<file path="src/rtl/fp_div_issue.sv">
// Issue/capture stage around fp_divider: valid/ready operand intake,
// fixed-latency wait, quotient capture with tag and IEEE class flags.
module fp_div_issue #(
    parameter int unsigned DIV_LATENCY = 1,
    parameter int unsigned TAG_W       = 4
) (
    input  logic             clk,
    input  logic             rst,
    input  logic             in_valid,
    output logic             in_ready,
    input  logic [31:0]      in_a,
    input  logic [31:0]      in_b,
    input  logic [TAG_W-1:0] in_tag,
    output logic [31:0]      div_a,
    output logic [31:0]      div_b,
    input  logic [31:0]      div_out,
    output logic             res_valid,
    input  logic             res_ready,
    output logic [31:0]      res_data,
    output logic [TAG_W-1:0] res_tag,
    output logic [3:0]       res_flags,
    output logic             busy
);

    if (DIV_LATENCY < 1 || DIV_LATENCY > 15) begin : g_bad_latency
        $error("fp_div_issue: DIV_LATENCY must be within 1..15");
    end

    typedef enum logic [1:0] {
        IDLE = 2'd0,
        WAIT = 2'd1,
        DONE = 2'd2
    } state_e;

    state_e           state_q, state_d;
    logic [3:0]       cnt_q, cnt_d;
    logic [31:0]      a_q, a_d;
    logic [31:0]      b_q, b_d;
    logic [TAG_W-1:0] tag_q, tag_d;
    logic [31:0]      rdata_q, rdata_d;
    logic [TAG_W-1:0] rtag_q, rtag_d;
    logic [3:0]       rflags_q, rflags_d;
    logic             accept;
    logic [3:0]       flags_now;

    // Flags: {nan, inf, zero, div_by_zero}; operands come from the held registers
    always_comb begin
        flags_now[3] = (div_out[30:23] == 8'hFF) && (div_out[22:0] != 23'd0);
        flags_now[2] = (div_out[30:23] == 8'hFF) && (div_out[22:0] == 23'd0);
        flags_now[1] = (div_out[30:0] == 31'd0);
        flags_now[0] = (b_q[30:0] == 31'd0) && (a_q[30:0] != 31'd0)
                       && (a_q[30:23] != 8'hFF);
    end

    assign in_ready = (state_q == IDLE) || ((state_q == DONE) && res_ready);
    assign accept   = in_valid && in_ready;

    always_comb begin
        state_d  = state_q;
        cnt_d    = cnt_q;
        a_d      = a_q;
        b_d      = b_q;
        tag_d    = tag_q;
        rdata_d  = rdata_q;
        rtag_d   = rtag_q;
        rflags_d = rflags_q;
        unique case (state_q)
            IDLE: state_d = IDLE;
            WAIT: begin
                if (cnt_q != 4'd0) begin
                    cnt_d = cnt_q - 4'd1;
                end else begin
                    rdata_d  = div_out;
                    rtag_d   = tag_q;
                    rflags_d = flags_now;
                    state_d  = DONE;
                end
            end
            DONE: begin
                if (res_ready) state_d = IDLE;
            end
            default: state_d = IDLE;
        endcase
        // A retire in DONE may coincide with the next accept
        if (accept) begin
            a_d     = in_a;
            b_d     = in_b;
            tag_d   = in_tag;
            cnt_d   = 4'(DIV_LATENCY);
            state_d = WAIT;
        end
    end

    always_ff @(posedge clk or negedge rst) begin
        if (!rst) begin
            state_q  <= IDLE;
            cnt_q    <= '0;
            a_q      <= '0;
            b_q      <= '0;
            tag_q    <= '0;
            rdata_q  <= '0;
            rtag_q   <= '0;
            rflags_q <= '0;
        end else begin
            state_q  <= state_d;
            cnt_q    <= cnt_d;
            a_q      <= a_d;
            b_q      <= b_d;
            tag_q    <= tag_d;
            rdata_q  <= rdata_d;
            rtag_q   <= rtag_d;
            rflags_q <= rflags_d;
        end
    end

    assign div_a     = a_q;
    assign div_b     = b_q;
    assign res_valid = (state_q == DONE);
    assign res_data  = rdata_q;
    assign res_tag   = rtag_q;
    assign res_flags = rflags_q;
    assign busy      = (state_q != IDLE);

endmodule
</file>
<file path="config.mk">
export PLATFORM = sky130hd
export DESIGN_NAME = fp_div_issue
export DESIGN_NICKNAME = d
export VERILOG_FILES = /design/src/rtl/fp_div_issue.sv
export SDC_FILE = /design/constraint.sdc
export NUM_CORES = 1
export LEC_CHECK = 0
export ABC_AREA = 1
export CAP_MARGIN = 10
export CORE_ASPECT_RATIO = 0.7
export CORE_MARGIN = 5
export CORE_UTILIZATION = 45
export CTS_BUF_LIST = sky130_fd_sc_hd__clkbuf_16
export DETAILED_ROUTE_END_ITERATION = 7
export PLACE_DENSITY_LB_ADDON = 0.25
export SETUP_SLACK_MARGIN = 0.5
export SYNTH_ARGS = -nofsm -noshare
export SYNTH_HDL_FRONTEND = slang
export SYNTH_SLANG_ARGS = --single-unit
</file>
<file path="constraint.sdc">
create_clock -name clk -period 2 [get_ports clk]
set_input_delay 0.2 -clock clk [delete_from_list [all_inputs] [get_ports clk]]
set_output_delay 0.2 -clock clk [all_outputs]
set_load 0.005 [all_outputs]
</file>
Word level (Yosys, flattened, before mapping)

Cells that the tools add are included.

Input port bits: 104
Bits in registers: 114
Output and inout bits: 107
Word-level logic and storage cells: 43

Eq/ne operators: 6
Bitwise operators: 1
Reduce and logical (&&, ||, !) cells: 20
$add $sub $neg: 1
Multiplexer cells: 7

Operators by type and width:

| cell                                                   | count |
|---|---|
| zero test 31 bit                                       | 2 |
| nonzero test 31 bit                                    | 1 |
| zero test 23 bit                                       | 1 |
| nonzero test 23 bit                                    | 1 |
| two-way mux 4 bit                                      | 3 |
| equality test 8 bit (second input constant)            | 1 |
| inequality test 8 bit (second input constant)          | 1 |
| logical AND 1 bit                                      | 6 |
| two-way mux 2 bit                                      | 3 |
| AND reduction 2 bit                                    | 3 |
| nonzero test 2 bit                                     | 3 |
| case mux 2 bit (2 select lines)                        | 1 |
| nonzero test 4 bit                                     | 1 |
| subtractor 4 x 1 -> 4 bit (second input constant)      | 1 |
| inequality test 3 x 1 -> 1 bit (second input constant) | 1 |
| inequality test 3 bit (second input constant)          | 1 |
| equality test 2 x 1 -> 1 bit (second input constant)   | 1 |
| equality test 2 bit (second input constant)            | 1 |
| zero test 2 bit                                        | 1 |
| logical OR 1 bit                                       | 1 |
| NOT 1 bit                                              | 1 |

Logic depth before layout (Yosys ltp)

Gate-level depths: netlist of the first run.

Depth after elaboration: 6
Gate-level depth with buffers: 9
Depth with buffers taken out: 8

Worst setup path after synthesis of the first run

No wires, ideal clock.

Kind: register -> register
Start: register cnt_q[0]
End: register rdata_q[15] (netlist: res_data[15])
Stages on the path, launching flop included: 10
Period minus slack after synthesis: 1.353 ns
Slack: 0.647 ns
Library setup time: 0.127 ns
Path buffers: 2
Data arrival time: 1.226 ns
Cells stage by stage: dfrtp_1 > inv_1 > ha_1 > nand2_1 > nor2_4 > inv_2 > buf_6 > buf_6 > nand2_1 > o21ai_1

Word-level cells in the longest chain between the ends: 3

Ends and longest elaborated chain:

| element                       | RTL line | RTL |
|---|---|---|
| from (decl)                   | 36       | `logic [3:0] cnt_q, cnt_d;` |
| from (signal assigned)        | 106      | `cnt_q <= cnt_d;` |
| nonzero test 4 bit            | 70       | `if (cnt_q != 4'd0) begin` |
| NOT 1 bit (no line)           | -        |  |
| AND reduction 2 bit (no line) | -        |  |
| to (signal assigned)          | 110      | `rdata_q <= rdata_d;` |
| to (decl)                     | 40       | `logic [31:0] rdata_q, rdata_d;` |

Every way passes these cells.
A chain may end at the register's enable or synchronous reset.

Worst setup path after layout of the first run

Start: register b_q[3] (netlist: div_b[3])
End: output div_b[3]

RTL lines:

| element                | RTL line | RTL |
|---|---|---|
| from (decl)            | 38       | `logic [31:0] b_q, b_d;` |
| from (signal assigned) | 99       | `b_q <= '0;` |
| from (signal assigned) | 108      | `b_q <= b_d;` |
| to (decl)              | 15       | `output logic [31:0] div_b,` |

No word-level cell between the ends.

==> metrics.md, run 1 <==
| Metric | Value |
|---|---|
| Max Transition Viols Final | `0` |
| Clk_lat worst skew | `between 0.4 and 0.5 ns` |
| Syn nets | `682` |
| DR iter-0 viols | `262` |
| All-Layer GR Usage | `23.2%` |
| Fin nets | `935` |
| CP Capture Type | `output port` |
| # rows | `31` |
| Most frequent cell after synthesis | `nand2_1` |
| CTS tree | `built` |
| Synth Warn # | `0` |
| Peak Freq | `0.672 GHz` |
| I/O pin total | `211` |
| Hpwl dp | `10.3 mm` |
| #FFs+latches synth | `114` |
| Crit path max-delay family | `buffers and inverters` |
| Vias per cell | `roughly 4.9` |
| Worst-Margin Slew | `0.569 ns` |
| Required @ worst endpoint | `about 1.8 ns` |
| Max_slew headroom | `62.1%` |
| Final GP Congestion | `0.848` |
| Arr. time, crit path | `roughly 1.3 ns` |
| Die width | `between 100 and 150 um` |
| Diodes inserted | `0` |
| Worst path slowest cell | `clkdlybuf4s50_1` |
| Setup crit start kind | `flop` |
| Layout cells sized above 1 | `under 10%` |
| Pwr dens | `1520 nW/um2` |
| Detailed-route via count | `4740` |
| Vias in the first global route | `4749` |
| R2r worst-path depth | `9` |
| TritonCTS sink count | `114` |
| Crit Path Category | `reg2out` |
| Average size of a mapped cell | `8.32 um2` |
| Initial antenna violation count | `0` |
| Critical-path maximum fanout | `2` |
| Synth-to-layout area growth | `67.8%` |
| Slowest stage delay, CP | `0.52 ns` |
| Layout Cells excl Fill | `roughly 970` |
| Die area | `around 13000 um2` |
| Tmin final | `roughly 1.5 ns` |
| Main synth FF type | `dfrtp_1` |
| Final setup margin | `~0.5 ns` |
| Sequential element share of the synthesized area | `59.5%` |
| Core area | `a little over 10000 um2` |
| Cell count after placement | `around 900` |
| Worst hold path class | `in2async` |
| Reg2Reg Launch Point | `state_q[1]$_DFFE_PN0P_` |
| Clock buffer depth | `2` |
| Final Skew | `0.00945 ns` |
| Final Hold Viols | `0` |
| Distinct cells, synth | `24` |
| WL/cell | `between 15 and 20 um` |
| Final ANT Viol Nets | `0` |
| First-pass GRT wire length | `23.4 mm` |
| R2r setup slk | `~0.60 ns` |
| Final wirelength | `15.2 mm` |
| Fin crit share | `74.4%` |
| Initial Utilization | `46.1%` |
| Leak Pwr | `approximately 4.5 nW` |
| Syn Inst Count | `576` |
| Setup TNS | `0 ns` |
| TritonCTS Buffers | `17` |
| Critical path, cell by cell | `clkdlybuf4s50_1` |
| # DRC | `0` |
| Final number of setup-violating endpoints | `0` |
| Top cells by area, synth | `dfrtp_1 60%, nand2_1 19%, o21ai_0 5.1%` |
| Reg clk slew, reported paths | `0.05 ns` |
| Worst R2R End | `res_flags[2]$_DFFE_PN0P_` |
| Root buf cell | `clkbuf_16` |
| Largest net degree at the start of global routing | `58` |
| Worst Path Buf+Inv | `1` |
| Number of flops mapped to enable cells by yosys | `0` |
| Area leader, netlist | `dfrtp_1` |
| H-tree levels | `4` |
| Yosys top cell area share | `59.5%` |
| # port buffers | `210` |
| Maxcap violations | `0` |
| Synth async-reset ratio | `100%` |
| Unrepaired setup endpoints after global routing | `yes` |
| Outcome | `finished, final reports clean` |
| Place WS | `0.306 ns` |
| Mapped cell area | `4790 um2` |
| Top post-synthesis cells by count | `246 x nand2_1, 114 x dfrtp_1, 59 x inv_1, 49 x o21ai_0, 45 x nor2_1` |
| Die Y | `96.3 um` |
| DR pass1 iterations | `5` |
| Peak supply drop | `0.000746 V` |
| Total grt overflow | `0` |
layer usage:
layer  vias up  share of wire (%)  wire [um]  global-route usage, %
met5         -                  0          0                      0
met4         0                1.8        267                   8.65
met3        31                8.8       1340                   8.36
met2       216                 47       7150                   36.5
met1      2225                 42       6460                   29.9
li1       2268                  -          -                      -
worst max-delay path by stage:
stage                                 from                  endpoint  slack (ns)  cells past startpoint
floorplan             cnt_q[0]$_DFFE_PN0P_  res_data[15]$_DFFE_PN0P_        0.65                      9
global placement                 res_ready      cnt_q[0]$_DFFE_PN0P_        0.33                      8
detailed placement               res_ready     div_a[19]$_DFFE_PN0N_        0.31                      8
CTS                 state_q[1]$_DFFE_PN0P_                  in_ready        0.42                      3
global route          div_b[3]$_DFFE_PN0N_                  div_b[3]        0.48                      1
finish                div_b[3]$_DFFE_PN0N_                  div_b[3]        0.51                      1
cells by family (layout without fill, tap and decap cells):
logic type	count (synthesis)	in the layout	synth area share, %
and+or+nand+nor	312	312	25.6
adders and majority gates	2	2	0.522
DFF	114	114	59.5
buffers and inverters	85	350	7.52
xor gates and xnor gates	1	1	0.183
AOI/OAI and AO/OA	62	62	6.63
state kept, by name (all words and copies together) (netlist names):
signal,cells
div_a,32
div_b,32
res_data,32
cnt_q,4
res_flags,4
res_tag,4
tag_q,4
state_q,2
cell usage in the layout, fill, tap and decap left out, drive strengths merged:
cell / instances
nand2: 247
clkdlybuf4s50: 138
dfrtp: 114
inv: 68
o21ai: 59
nor2: 47
buf: 43
dlymetal6s2s: 40
dlygate4sd2: 29
clkbuf: 22
nand4: 8
nand3: 6
clkinv: 6
bufinv: 3
nor3: 3
ha: 2
a21oi: 1
o21a: 1
and2: 1
xor2: 1
o22ai: 1
dlygate4sd3: 1
worst reg2reg max path, cell delays in order, from the launching register on:
cell	delay, ns
dfrtp_1	0.37
buf_4	0.15
nor2_4	0.13
inv_2	0.06
nor2_4	0.11
inv_2	0.08
buf_12	0.16
nor3_4	0.13
nand2_1	0.07
nand2_1	0.06
final cells by class:
type | instances | area (um2)
inverter | 63 | 244
sequential | 114 | 2850
clock buffer | 17 | 425
clock inverter | 14 | 133
fill | 721 | 2360
tap | 132 | 165
timing repair buffer | 256 | 2630
multi-input combinational | 377 | 1590
per-stage QoR:
step	hold WS, ns	power (W)	area (um2)	util, %
2_1_floorplan	-0.0956	0.00603	4790	-
3_3_place_gp	0.226	0.00878	7060	67.9
3_5_place_dp	0.245	0.00898	7060	67.9
4_1_cts	0.318	0.0120	7760	74.6
5_1_grt	0.339	0.0131	8040	77.3
6_report	0.326	0.0122	8040	77.3
report_power, final:
part,switching (W),leakage (nW),internal (W)
clock,0.000977,0.290,0.00190
sequential,0.000649,1.42,0.00340
combinational,0.00247,2.75,0.00284
total,0.00410,4.46,0.00814
repair_timing:
action / CTS / global route
gates resized for setup: 32 / 55
cloned: 0 / 3
hold endpoints to repair: 40 / 0
setup endpoints to repair: 50 / 150
buffers inserted: 22 / 11
pin swaps: 0 / 1
hold buffers: 1 / 0
(Power assumes the default switching activity.)
==> run 2, diff against run 1 <==
--- a/config.mk
+++ b/config.mk
@@ -9,7 +9,7 @@
 export CAP_MARGIN = 10
 export CORE_ASPECT_RATIO = 0.7
 export CORE_MARGIN = 5
-export CORE_UTILIZATION = 45
+export CORE_UTILIZATION = 42
 export CTS_BUF_LIST = sky130_fd_sc_hd__clkbuf_16
 export DETAILED_ROUTE_END_ITERATION = 7
 export PLACE_DENSITY_LB_ADDON = 0.25
==> constraint.sdc (replaced) <==
create_clock -name clk -period 1.54 [get_ports clk]
set_input_delay 0.154 -clock clk [delete_from_list [all_inputs] [get_ports clk]]
set_output_delay 0.154 -clock clk [all_outputs]
set_load 0.005 [all_outputs]
==> metrics.md, run 2 (same netlist as run 1, synthesis figures left out) <==
| Metric | Value |
|---|---|
| Worst R2R End | `div_b[15]$_DFFE_PN0N_` |
| Maxcap violations | `0 (unchanged)` |
| Critical-path maximum fanout | `5 (+3)` |
| H-tree levels | `4 (unchanged)` |
| TritonCTS sink count | `114 (unchanged)` |
| Total grt overflow | `0 (unchanged)` |
| Detailed-route via count | `5589 (+18%)` |
| Critical path, cell by cell | `buf_6 -> a21oi_4 -> nand2_4 -> buf_8 -> buf_6 -> clkbuf_16 -> nand2_4 -> nand2_2` |
| # port buffers | `210 (unchanged)` |
| Clk_lat worst skew | `0.42 ns (about the same)` |
| Initial Utilization | `43.2% (-2.9 points)` |
| Vias per cell | `5.17 (+6.0%)` |
| DR iter-0 viols | `337 (+29%)` |
| Clock buffer depth | `2 (unchanged)` |
| Final wirelength | `21.9 mm (+44%)` |
| All-Layer GR Usage | `25.8% (+2.6 points)` |
| Peak Freq | `between 0.6 and 0.7 GHz` |
| DR pass1 iterations | `4 (-1)` |
| R2r setup slk | `-0.02 ns (-0.62 ns)` |
| Max Transition Viols Final | `0 (unchanged)` |
| I/O pin total | `211 (unchanged)` |
| Core area | `11100 um2 (+6.7%)` |
| Vias in the first global route | `5360 (+13%)` |
| Final Skew | `0.0166 ns (+0.00712 ns)` |
| Leak Pwr | `4.92 nW (+10%)` |
| R2r worst-path depth | `8 (-1)` |
| Largest net degree at the start of global routing | `37 (-36%)` |
| Slowest stage delay, CP | `0.41 ns (-0.11 ns)` |
| Arr. time, crit path | `1.86 ns (+0.57 ns)` |
| Max_slew headroom | `70.4% (+8.4 points)` |
| Worst Path Buf+Inv | `4 (+3)` |
| Reg clk slew, reported paths | `0.06 ns (about the same)` |
| Pwr dens | `2190 nW/um2 (+43%)` |
| Fin nets | `1022 (+9.3%)` |
| Reg2Reg Launch Point | `state_q[0]$_DFFE_PN0P_` |
| Final GP Congestion | `0.871 (+2.8%)` |
| Die area | `13700 um2 (+6.5%)` |
| Commonest non-fill, non-tap cell in the layout | `nand2_1` |
| Tmin final | `1.56 ns` |
| Crit path max-delay family | `buffers and inverters` |
| Setup crit start kind | `flop` |
| Fillers | `539 (-25%)` |
| Layout cells sized above 1 | `48.3% (+39 points)` |
| Worst hold path class | `in2async` |
| Peak supply drop | `0.00126 V (+68%)` |
| Required @ worst endpoint | `1.84 ns (+0.04 ns)` |
| Final number of setup-violating endpoints | `1 (+1)` |
| Setup TNS | `-0.0199 ns (-0.0199 ns)` |
| # rows | `32 (+3.2%)` |
| Final setup margin | `-0.0199 ns (-0.531 ns)` |
| Die Y | `99.4 um (+3.1%)` |
| Root buf cell | `clkbuf_16` |
| Die width | `138 um (+3.2%)` |
| Failing checks | `negative setup slack` |
| Unrepaired setup endpoints after global routing | `yes` |
| # DRC | `0 (unchanged)` |
| Outcome | `finished with violations` |
| Hpwl dp | `10.6 mm (+3.1%)` |
| Post-DP Area | `7160 um2 (+1.4%)` |
| CP Capture Type | `flop` |
| Final Hold Viols | `0 (unchanged)` |
| Synth-to-layout area growth | `101%` |
| Most frequent cells in the layout | `123 x nand2_1, 113 x dfrtp_1, 102 x clkdlybuf4s50_1, 101 x buf_2, 77 x buf_4` |
| Diodes inserted | `0 (unchanged)` |
| Initial antenna violation count | `0 (unchanged)` |
| Fin area | `9630 um2 (+20%)` |
| TritonCTS Buffers | `17 (unchanged)` |
| Worst path slowest cell | `dfrtp_1` |
| Critical Path Start | `state_q[0]$_DFFE_PN0P_` |
| Worst-Margin Slew | `0.444 ns (-0.125 ns)` |
| WL/cell | `20.3 um (+30%)` |
| CTS tree | `built` |
| Final ANT Viol Nets | `0 (unchanged)` |
| First-pass GRT wire length | `27.3 mm (+17%)` |
| Crit Path Category | `reg2reg` |
| Fin crit share | `101%` |
-- run 2: how the worst max path moves through the flow --
stage                               endpoint  slack [ns]  cells after the start
finish                 div_b[15]$_DFFE_PN0N_       -0.02                      8
global route        res_data[21]$_DFFE_PN0P_       -0.08                      7
CTS                                res_valid        0.09                      3
detailed placement      div_a[7]$_DFFE_PN0N_       -0.01                      8
global placement                    in_ready        0.03                      4
floorplan           res_data[15]$_DFFE_PN0P_        0.28                      9
-- run 2: cell type report --
cell class / count / area [um2] / share of cell area (%)
clock buffers: 17 / 425 / 4.42
clock inverters: 15 / 199 / 2.07
inverters: 63 / 259 / 2.69
multi-input cells: 377 / 2400 / 24.9
flip-flops and latches: 114 / 2850 / 29.6
well taps: 153 / 191 / 1.99
repair buffers: 342 / 3280 / 34.1
repair inverters: 1 / 16.3 / 0.169
-- run 2: report_power, final --
part	internal, W	switching, W
clock	0.00283	0.00147
sequential	0.00442	0.00107
combinational	0.00580	0.00545
-- run 2: per-stage QoR --
step / setup slack, ns / utilization, % / hold slack [ns] / power (W) / cells
6_report: -0.0199 / 86.8 / 0.225 / 0.0210 / 1082
3_3_place_gp: 0.0289 / 64.6 / 0.117 / 0.0117 / 929
5_1_grt: -0.0837 / 86.8 / 0.263 / 0.0220 / 1082
3_5_place_dp: -0.00973 / 64.6 / 0.125 / 0.0119 / 929
2_1_floorplan: 0.283 / - / -0.142 / 0.00820 / 576
4_1_cts: 0.0916 / 74.2 / 0.238 / 0.0172 / 1031
-- run 2: metal layers --
metal / up-vias / part of all wire (%) / global-route usage (%)
met5: - / 0 / 0
met4: 0 / 3.2 / 9.36
met3: 63 / 9.3 / 7.33
met2: 342 / 51 / 42.8
met1: 2721 / 37 / 32.3
li1: 2463 / - / -
-- run 2: worst register-to-register path, delay by kind of cell, from the launching register on --
family	cells	cell delay (ns)
AOI/OAI and AO/OA	1	0.17
buffers and inverters	4	0.61
DFF	1	0.41
and+or+nand+nor	3	0.26
-- run 2: timing repair --
action,4_1_cts,5_1_grt
gates resized for setup,475,249
hold endpoints to repair,27,0
cloned,14,9
setup buffers,55,42
hold buffers,1,0
endpoints found under the setup margin,221,221
pin swaps,9,47
